<file path="config.mk">
export PLATFORM = sky130hd
export DESIGN_NAME = spi_reg_peripheral
export DESIGN_NICKNAME = d
export VERILOG_FILES = /design/src/rtl/spi_reg_peripheral.sv
export SDC_FILE = /design/constraint.sdc
export NUM_CORES = 1
export LEC_CHECK = 0
export BUFFER_PORTS_ARGS = -buffer_cell sky130_fd_sc_hd__buf_4
export CORE_UTILIZATION = 30
export DETAILED_ROUTE_END_ITERATION = 6
export RECOVER_POWER = 100
export REMOVE_ABC_BUFFERS = 1
export SLEW_MARGIN = 5
export SYNTH_ARGS = -nofsm -noshare
export SYNTH_HDL_FRONTEND = slang
export SYNTH_SLANG_ARGS = --single-unit
export TNS_END_PERCENT = 50
</file>
<file path="constraint.sdc">
create_clock -name clk -period 1.6 [get_ports clk]
set_input_delay 0.32 -clock clk [delete_from_list [all_inputs] [get_ports clk]]
set_output_delay 0.32 -clock clk [all_outputs]
set_load 0.01 [all_outputs]
</file>
<file path="src/rtl/spi_reg_peripheral.sv">
// Write-only SPI mode-0 target committing 16-bit frames into
// five 8-bit control registers that drive the PWM peripheral.
module spi_reg_peripheral #(
  parameter int         SYNC_STAGES = 2,
  parameter logic [6:0] MAX_ADDR    = 7'h04
) (
  input  logic       clk,
  input  logic       rst,
  input  logic       sclk,
  input  logic       copi,
  input  logic       ncs,
  output logic [7:0] en_reg_out_7_0,
  output logic [7:0] en_reg_out_15_8,
  output logic [7:0] en_reg_pwm_7_0,
  output logic [7:0] en_reg_pwm_15_8,
  output logic [7:0] pwm_duty_cycle,
  output logic       wr_strobe
);

  typedef enum logic [1:0] {
    WAIT_IDLE,
    IDLE,
    SHIFT,
    COMMIT
  } state_t;

  localparam logic [4:0] CNT_FULL = 5'd16;
  localparam logic [4:0] CNT_OVR  = 5'd17;

  logic [SYNC_STAGES-1:0] sclk_sh;
  logic [SYNC_STAGES-1:0] copi_sh;
  logic [SYNC_STAGES-1:0] ncs_sh;

  logic sclk_s;
  logic copi_s;
  logic ncs_s;

  logic sclk_d;
  logic copi_d;
  logic ncs_d;

  logic sclk_rise;
  logic ncs_rise;
  logic ncs_fall;

  state_t state;
  state_t state_nx;

  logic        do_clear;
  logic        do_shift;
  logic        do_write;

  logic [15:0] shreg;
  logic [4:0]  bit_cnt;
  logic [6:0]  addr;
  logic [7:0]  data;

  assign sclk_s = sclk_sh[SYNC_STAGES-1];
  assign copi_s = copi_sh[SYNC_STAGES-1];
  assign ncs_s  = ncs_sh[SYNC_STAGES-1];

  assign addr = shreg[14:8];
  assign data = shreg[7:0];

  // Edge pulses are registered, so copi_d lines up with sclk_rise.
  always_ff @(posedge clk) begin
    if (rst) begin
      sclk_sh   <= '0;
      copi_sh   <= '0;
      ncs_sh    <= '0;
      sclk_d    <= 1'b0;
      copi_d    <= 1'b0;
      ncs_d     <= 1'b0;
      sclk_rise <= 1'b0;
      ncs_rise  <= 1'b0;
      ncs_fall  <= 1'b0;
    end else begin
      sclk_sh   <= {sclk_sh[SYNC_STAGES-2:0], sclk};
      copi_sh   <= {copi_sh[SYNC_STAGES-2:0], copi};
      ncs_sh    <= {ncs_sh[SYNC_STAGES-2:0], ncs};
      sclk_d    <= sclk_s;
      copi_d    <= copi_s;
      ncs_d     <= ncs_s;
      sclk_rise <= sclk_s & ~sclk_d;
      ncs_rise  <= ncs_s & ~ncs_d;
      ncs_fall  <= ~ncs_s & ncs_d;
    end
  end

  always_ff @(posedge clk) begin
    if (rst) begin
      state <= WAIT_IDLE;
    end else begin
      state <= state_nx;
    end
  end

  always_comb begin
    state_nx = state;
    do_clear = 1'b0;
    do_shift = 1'b0;
    do_write = 1'b0;
    unique case (state)
      WAIT_IDLE: begin
        if (ncs_s) begin
          state_nx = IDLE;
        end
      end
      IDLE: begin
        if (ncs_fall) begin
          do_clear = 1'b1;
          state_nx = SHIFT;
        end
      end
      SHIFT: begin
        do_shift = sclk_rise;
        if (ncs_rise) begin
          state_nx = COMMIT;
        end
      end
      COMMIT: begin
        do_write = (bit_cnt == CNT_FULL)
                 & shreg[15]
                 & (addr <= MAX_ADDR);
        state_nx = IDLE;
      end
      default: begin
        state_nx = WAIT_IDLE;
      end
    endcase
  end

  always_ff @(posedge clk) begin
    if (rst) begin
      shreg   <= '0;
      bit_cnt <= '0;
    end else if (do_clear) begin
      shreg   <= '0;
      bit_cnt <= '0;
    end else if (do_shift) begin
      shreg <= {shreg[14:0], copi_d};
      if (bit_cnt != CNT_OVR) begin
        bit_cnt <= bit_cnt + 5'd1;
      end
    end
  end

  always_ff @(posedge clk) begin
    if (rst) begin
      en_reg_out_7_0  <= '0;
      en_reg_out_15_8 <= '0;
      en_reg_pwm_7_0  <= '0;
      en_reg_pwm_15_8 <= '0;
      pwm_duty_cycle  <= '0;
      wr_strobe       <= 1'b0;
    end else begin
      wr_strobe <= do_write;
      if (do_write) begin
        case (addr)
          7'h00:   en_reg_out_7_0  <= data;
          7'h01:   en_reg_out_15_8 <= data;
          7'h02:   en_reg_pwm_7_0  <= data;
          7'h03:   en_reg_pwm_15_8 <= data;
          7'h04:   pwm_duty_cycle  <= data;
          default: ;
        endcase
      end
    end
  end

endmodule

</file>
==> metrics.txt <==
# TYPE chip_impl_metric gauge
chip_impl_metric{name="first_global_vias",unit=""} 2089
chip_impl_info{name="post_synth_most_frequent_cells",value="76 x sky130_fd_sc_hd__dfxtp_1, 41 x sky130_fd_sc_hd__nand2b_1, 40 x sky130_fd_sc_hd__mux2i_1"} 1
chip_impl_metric{name="clockBufferDepth",unit=""} 2
chip_impl_info{name="timing.critical_path.from_type",value="flip-flop"} 1
chip_impl_info{name="post-synth-top-count-cell",value="sky130_fd_sc_hd__dfxtp_1"} 1
chip_impl_metric{name="portion_of_the_clock_cycle_consumed_by_the_worst_path_in_the_final_layout",unit=""} 0.973
chip_impl_metric{name="post-route-min-period",unit="ns"} 1.56
chip_impl_metric{name="vias_per_cell",unit=""} 4.38
chip_impl_metric{name="top_level_ports",unit=""} 46
chip_impl_metric{name="tightestPinTransition",unit="ns"} 0.717
chip_impl_metric{name="numClockSinks",unit=""} 76
chip_impl_metric{name="synth_largest_type_area_fraction",unit=""} 0.501
chip_impl_info{name="synth.area.top_cells",value="sky130_fd_sc_hd__dfxtp_1 50%, sky130_fd_sc_hd__mux2i_1 13%, sky130_fd_sc_hd__nand2b_1 8.4%"} 1
chip_impl_metric{name="power.static_leakage",unit="nW"} 1.47
chip_impl_metric{name="fp-row-count",unit=""} 36
chip_impl_metric{name="die_y",unit="um"} 103
chip_impl_metric{name="starting_density_of_the_core",unit=""} 0.311
chip_impl_metric{name="max_freq",unit="MHz"} 642
chip_impl_metric{name="timing_hold_violations_final",unit=""} 0
chip_impl_info{name="critPathCaptureType",value="flip-flop"} 1
chip_impl_metric{name="synth_seq_area_share",unit=""} 0.501
chip_impl_metric{name="wire_per_inst",unit="um"} 12.6
chip_impl_metric{name="core",unit="sq mm"} 0.00977
chip_impl_metric{name="fin_total_pwr",unit="mW"} 3.59
chip_impl_info{name="yosys.area.top_type",value="sky130_fd_sc_hd__dfxtp_1"} 1
chip_impl_metric{name="yosysUniqueCellTypes",unit=""} 29
chip_impl_info{name="unrepaired_setup_endpoints_after_global_routing",value="false"} 1
chip_impl_metric{name="worst-endpoint-required",unit="ns"} 1.87
chip_impl_metric{name="finalMaxSlewViolations",unit=""} 0
chip_impl_metric{name="clock_tree.htree_level_count",unit=""} 3
chip_impl_metric{name="postRouteWirelength",unit="mm"} 6.24
chip_impl_info{name="clock-root-buffer",value="sky130_fd_sc_hd__clkbuf_8"} 1
chip_impl_metric{name="postSynthAreaPerCell",unit="sq um"} 10.1
chip_impl_metric{name="pre_cts_ws",unit="ns"} -0.0527
chip_impl_metric{name="finish.net_count",unit=""} 371
chip_impl_metric{name="numPortBuffers",unit=""} 45
chip_impl_metric{name="max_rail_drop_vdd",unit="uV"} 686
chip_impl_metric{name="grt_first_pass_wirelength",unit="mm"} 9.96
chip_impl_metric{name="drt_iter0_drc",unit=""} 91
chip_impl_metric{name="yosys_register_bits",unit=""} 76
chip_impl_metric{name="ys_async_sr_fraction",unit=""} 0
chip_impl_info{name="timing_worst_setup_path_type",value="flip-flop to flip-flop"} 1
chip_impl_metric{name="post_cts.repair.setup_buffers",unit=""} 0
chip_impl_metric{name="setup_viol",unit=""} 0
chip_impl_metric{name="final.setup_skew",unit="ns"} 0.00565
chip_impl_metric{name="drc",unit=""} 0
chip_impl_metric{name="clock_insertion_delay_worst_skew",unit="ns"} 0.34
chip_impl_metric{name="timing.critical_path.fanout_max",unit=""} 4
chip_impl_metric{name="ant_nets",unit=""} 0
chip_impl_info{name="cts_tree",value="yes"} 1
chip_impl_metric{name="max_cap_viols",unit=""} 0
chip_impl_metric{name="fin_util",unit=""} 0.373
chip_impl_metric{name="grt_max_degree",unit=""} 45
chip_impl_metric{name="drive_gt1_frac",unit=""} 0.135
chip_impl_metric{name="post_synthesis_cell_area",unit="sq mm"} 0.00304
chip_impl_metric{name="number_of_warning_messages_in_the_yosys_log",unit=""} 0
chip_impl_metric{name="post-route-worst-setup-slack",unit="ns"} 0.0430
chip_impl_metric{name="crit_arrival",unit="ns"} 1.82
chip_impl_metric{name="gr-usage-all-layers",unit=""} 0.124
chip_impl_metric{name="synth_edf_count",unit=""} 0
chip_impl_info{name="outcome",value="complete, no violations"} 1
chip_impl_metric{name="die_area",unit="sq mm"} 0.0105
chip_impl_metric{name="placedCellCount",unit=""} 481
chip_impl_metric{name="hpwlAfterDp",unit="mm"} 4.29
chip_impl_metric{name="die_width",unit="um"} 103
chip_impl_metric{name="drt-pass1-iter-count",unit=""} 4
chip_impl_metric{name="post_synthesis_cells",unit=""} 300
chip_impl_metric{name="n_antenna_cell",unit=""} 0
chip_impl_metric{name="count_of_placed_standard_cells_in_the_final_layout_fillers_left_out",unit=""} 496
chip_impl_info{name="ys_dominant_reg_cell",value="sky130_fd_sc_hd__dfxtp_1"} 1
chip_impl_metric{name="cts_made_buffers",unit=""} 9
chip_impl_info{name="hp-class",value="input port to flip-flop"} 1
chip_impl_metric{name="path_clk_slew",unit="ns"} 0.07
chip_impl_metric{name="antenna_found_initial",unit=""} 0
chip_impl_metric{name="grt_overflow_total",unit=""} 0
chip_impl_metric{name="slew-limit-headroom",unit=""} 0.522
chip_impl_metric{name="power-per-cell-area",unit="mW/mm^2"} 986
chip_impl_metric{name="cts_hold_buf",unit=""} 0
chip_impl_metric{name="globalplace.congestion",unit=""} 0.735
chip_impl_metric{name="area_growth",unit="%"} 19.8
chip_impl_metric{name="dr_total_vias",unit=""} 2174
-- cells by family after synthesis --
family	Yosys count	share of synthesized area
and+or+nand+nor	124	0.251
DFF	76	0.501
muxes	40	0.132
AOI/OAI and AO/OA	32	0.0568
buffers and inverters	21	0.0309
adders and majority gates	7	0.0288
-- layout by cell type (no fill, tap or decap), types with 2 or more instances in the layout --
| cell type | n |
|---|---|
| sky130_fd_sc_hd__mux2i_1 | 40 |
| sky130_fd_sc_hd__nor4bb_1 | 2 |
| sky130_fd_sc_hd__or2b_1 | 7 |
| sky130_fd_sc_hd__nor2b_1 | 14 |
| sky130_fd_sc_hd__clkinv_2 | 2 |
| sky130_fd_sc_hd__or3_1 | 5 |
| sky130_fd_sc_hd__clkbuf_2 | 4 |
| sky130_fd_sc_hd__o21ai_0 | 4 |
| sky130_fd_sc_hd__inv_1 | 5 |
| sky130_fd_sc_hd__nand2b_1 | 41 |
| sky130_fd_sc_hd__nor4b_1 | 3 |
| sky130_fd_sc_hd__o31ai_1 | 3 |
| sky130_fd_sc_hd__clkbuf_1 | 43 |
| sky130_fd_sc_hd__nand2_1 | 36 |
| sky130_fd_sc_hd__nand4_2 | 4 |
| sky130_fd_sc_hd__ha_1 | 7 |
| sky130_fd_sc_hd__a21oi_1 | 22 |
| sky130_fd_sc_hd__clkinvlp_4 | 2 |
| sky130_fd_sc_hd__dfxtp_2 | 2 |
| sky130_fd_sc_hd__dfxtp_1 | 74 |
| sky130_fd_sc_hd__clkbuf_8 | 11 |
| sky130_fd_sc_hd__nand3_1 | 2 |
| sky130_fd_sc_hd__buf_4 | 15 |
-- final timing paths --
| kind | start | to | slack [ns] | cells past startpoint |
|---|---|---|---|---|
| setup / recovery | state[0]$_SDFFE_PP0P_ | state[1]$_SDFFE_PP0P_ | 0.04 | 5 |
| hold / removal | sclk | sclk_sh[0]$_SDFF_PP0_ | 0.19 | 2 |
| setup reg to reg | state[0]$_SDFFE_PP0P_ | state[1]$_SDFFE_PP0P_ | 0.04 | 5 |
| hold reg to reg | sclk_d$_SDFF_PP0_ | sclk_rise$_SDFF_PP0_ | 0.39 | 1 |
-- metal layers --
metal / track usage / share of wire
met4: 0.0275 / 0.0077
met1: 0.160 / 0.49
met5: 0 / 0
met3: 0.0461 / 0.046
met2: 0.197 / 0.46
-- critical path, stage by stage, from the launching register on --
cell and delay, ns:
sky130_fd_sc_hd__dfxtp_2 0.35, sky130_fd_sc_hd__inv_1 0.06, sky130_fd_sc_hd__ha_1 0.21, sky130_fd_sc_hd__nor2b_1 0.18, sky130_fd_sc_hd__or4b_4 0.54, sky130_fd_sc_hd__a21oi_2 0.14
-- per-stage QoR --
stage	TNS (ns)	cell area [sq um]	hold slack (ns)
after floorplan	0	2960	0.367
after global placement	0	3650	0.374
after detailed placement	-0.0527	3650	0.377
after CTS	0	3830	0.170
after global routing	0	3640	0.172
final	0	3640	0.188
-- registers in the layout, summed over array words and instances (netlist names), 5 cells and up --
signal and cells:
en_reg_pwm_15_8 8, shreg 16, pwm_duty_cycle 8, en_reg_pwm_7_0 8
bit_cnt 5, en_reg_out_7_0 8, en_reg_out_15_8 8
-- power by group --
group | leakage [nW] | total [mW] | internal (mW) | switching [mW]
registers | 0.615 | 1.95 | 1.93 | 0.0241
clock network | 0.0872 | 1.31 | 0.633 | 0.672
logic | 0.765 | 0.334 | 0.165 | 0.168
total | 1.47 | 3.59 | 2.72 | 0.864
-- repair_timing --
item                                    CTS  global route
pin swaps                                 1             0
endpoints found under the setup margin    1             8
resized for setup                         4             2
-- layout make-up --
| class | instances | area, sq um |
|---|---|---|
| Fill cell | 1031 | 6130 |
| Sequential cell | 76 | 1520 |
| Multi-Input combinational cell | 203 | 1430 |
| Timing Repair Buffer | 64 | 322 |
| Tap cell | 133 | 166 |
| Clock buffer | 11 | 151 |
| Clock inverter | 4 | 25.0 |
| Inverter | 5 | 18.8 |
Power figures use the tool's default switching activity.
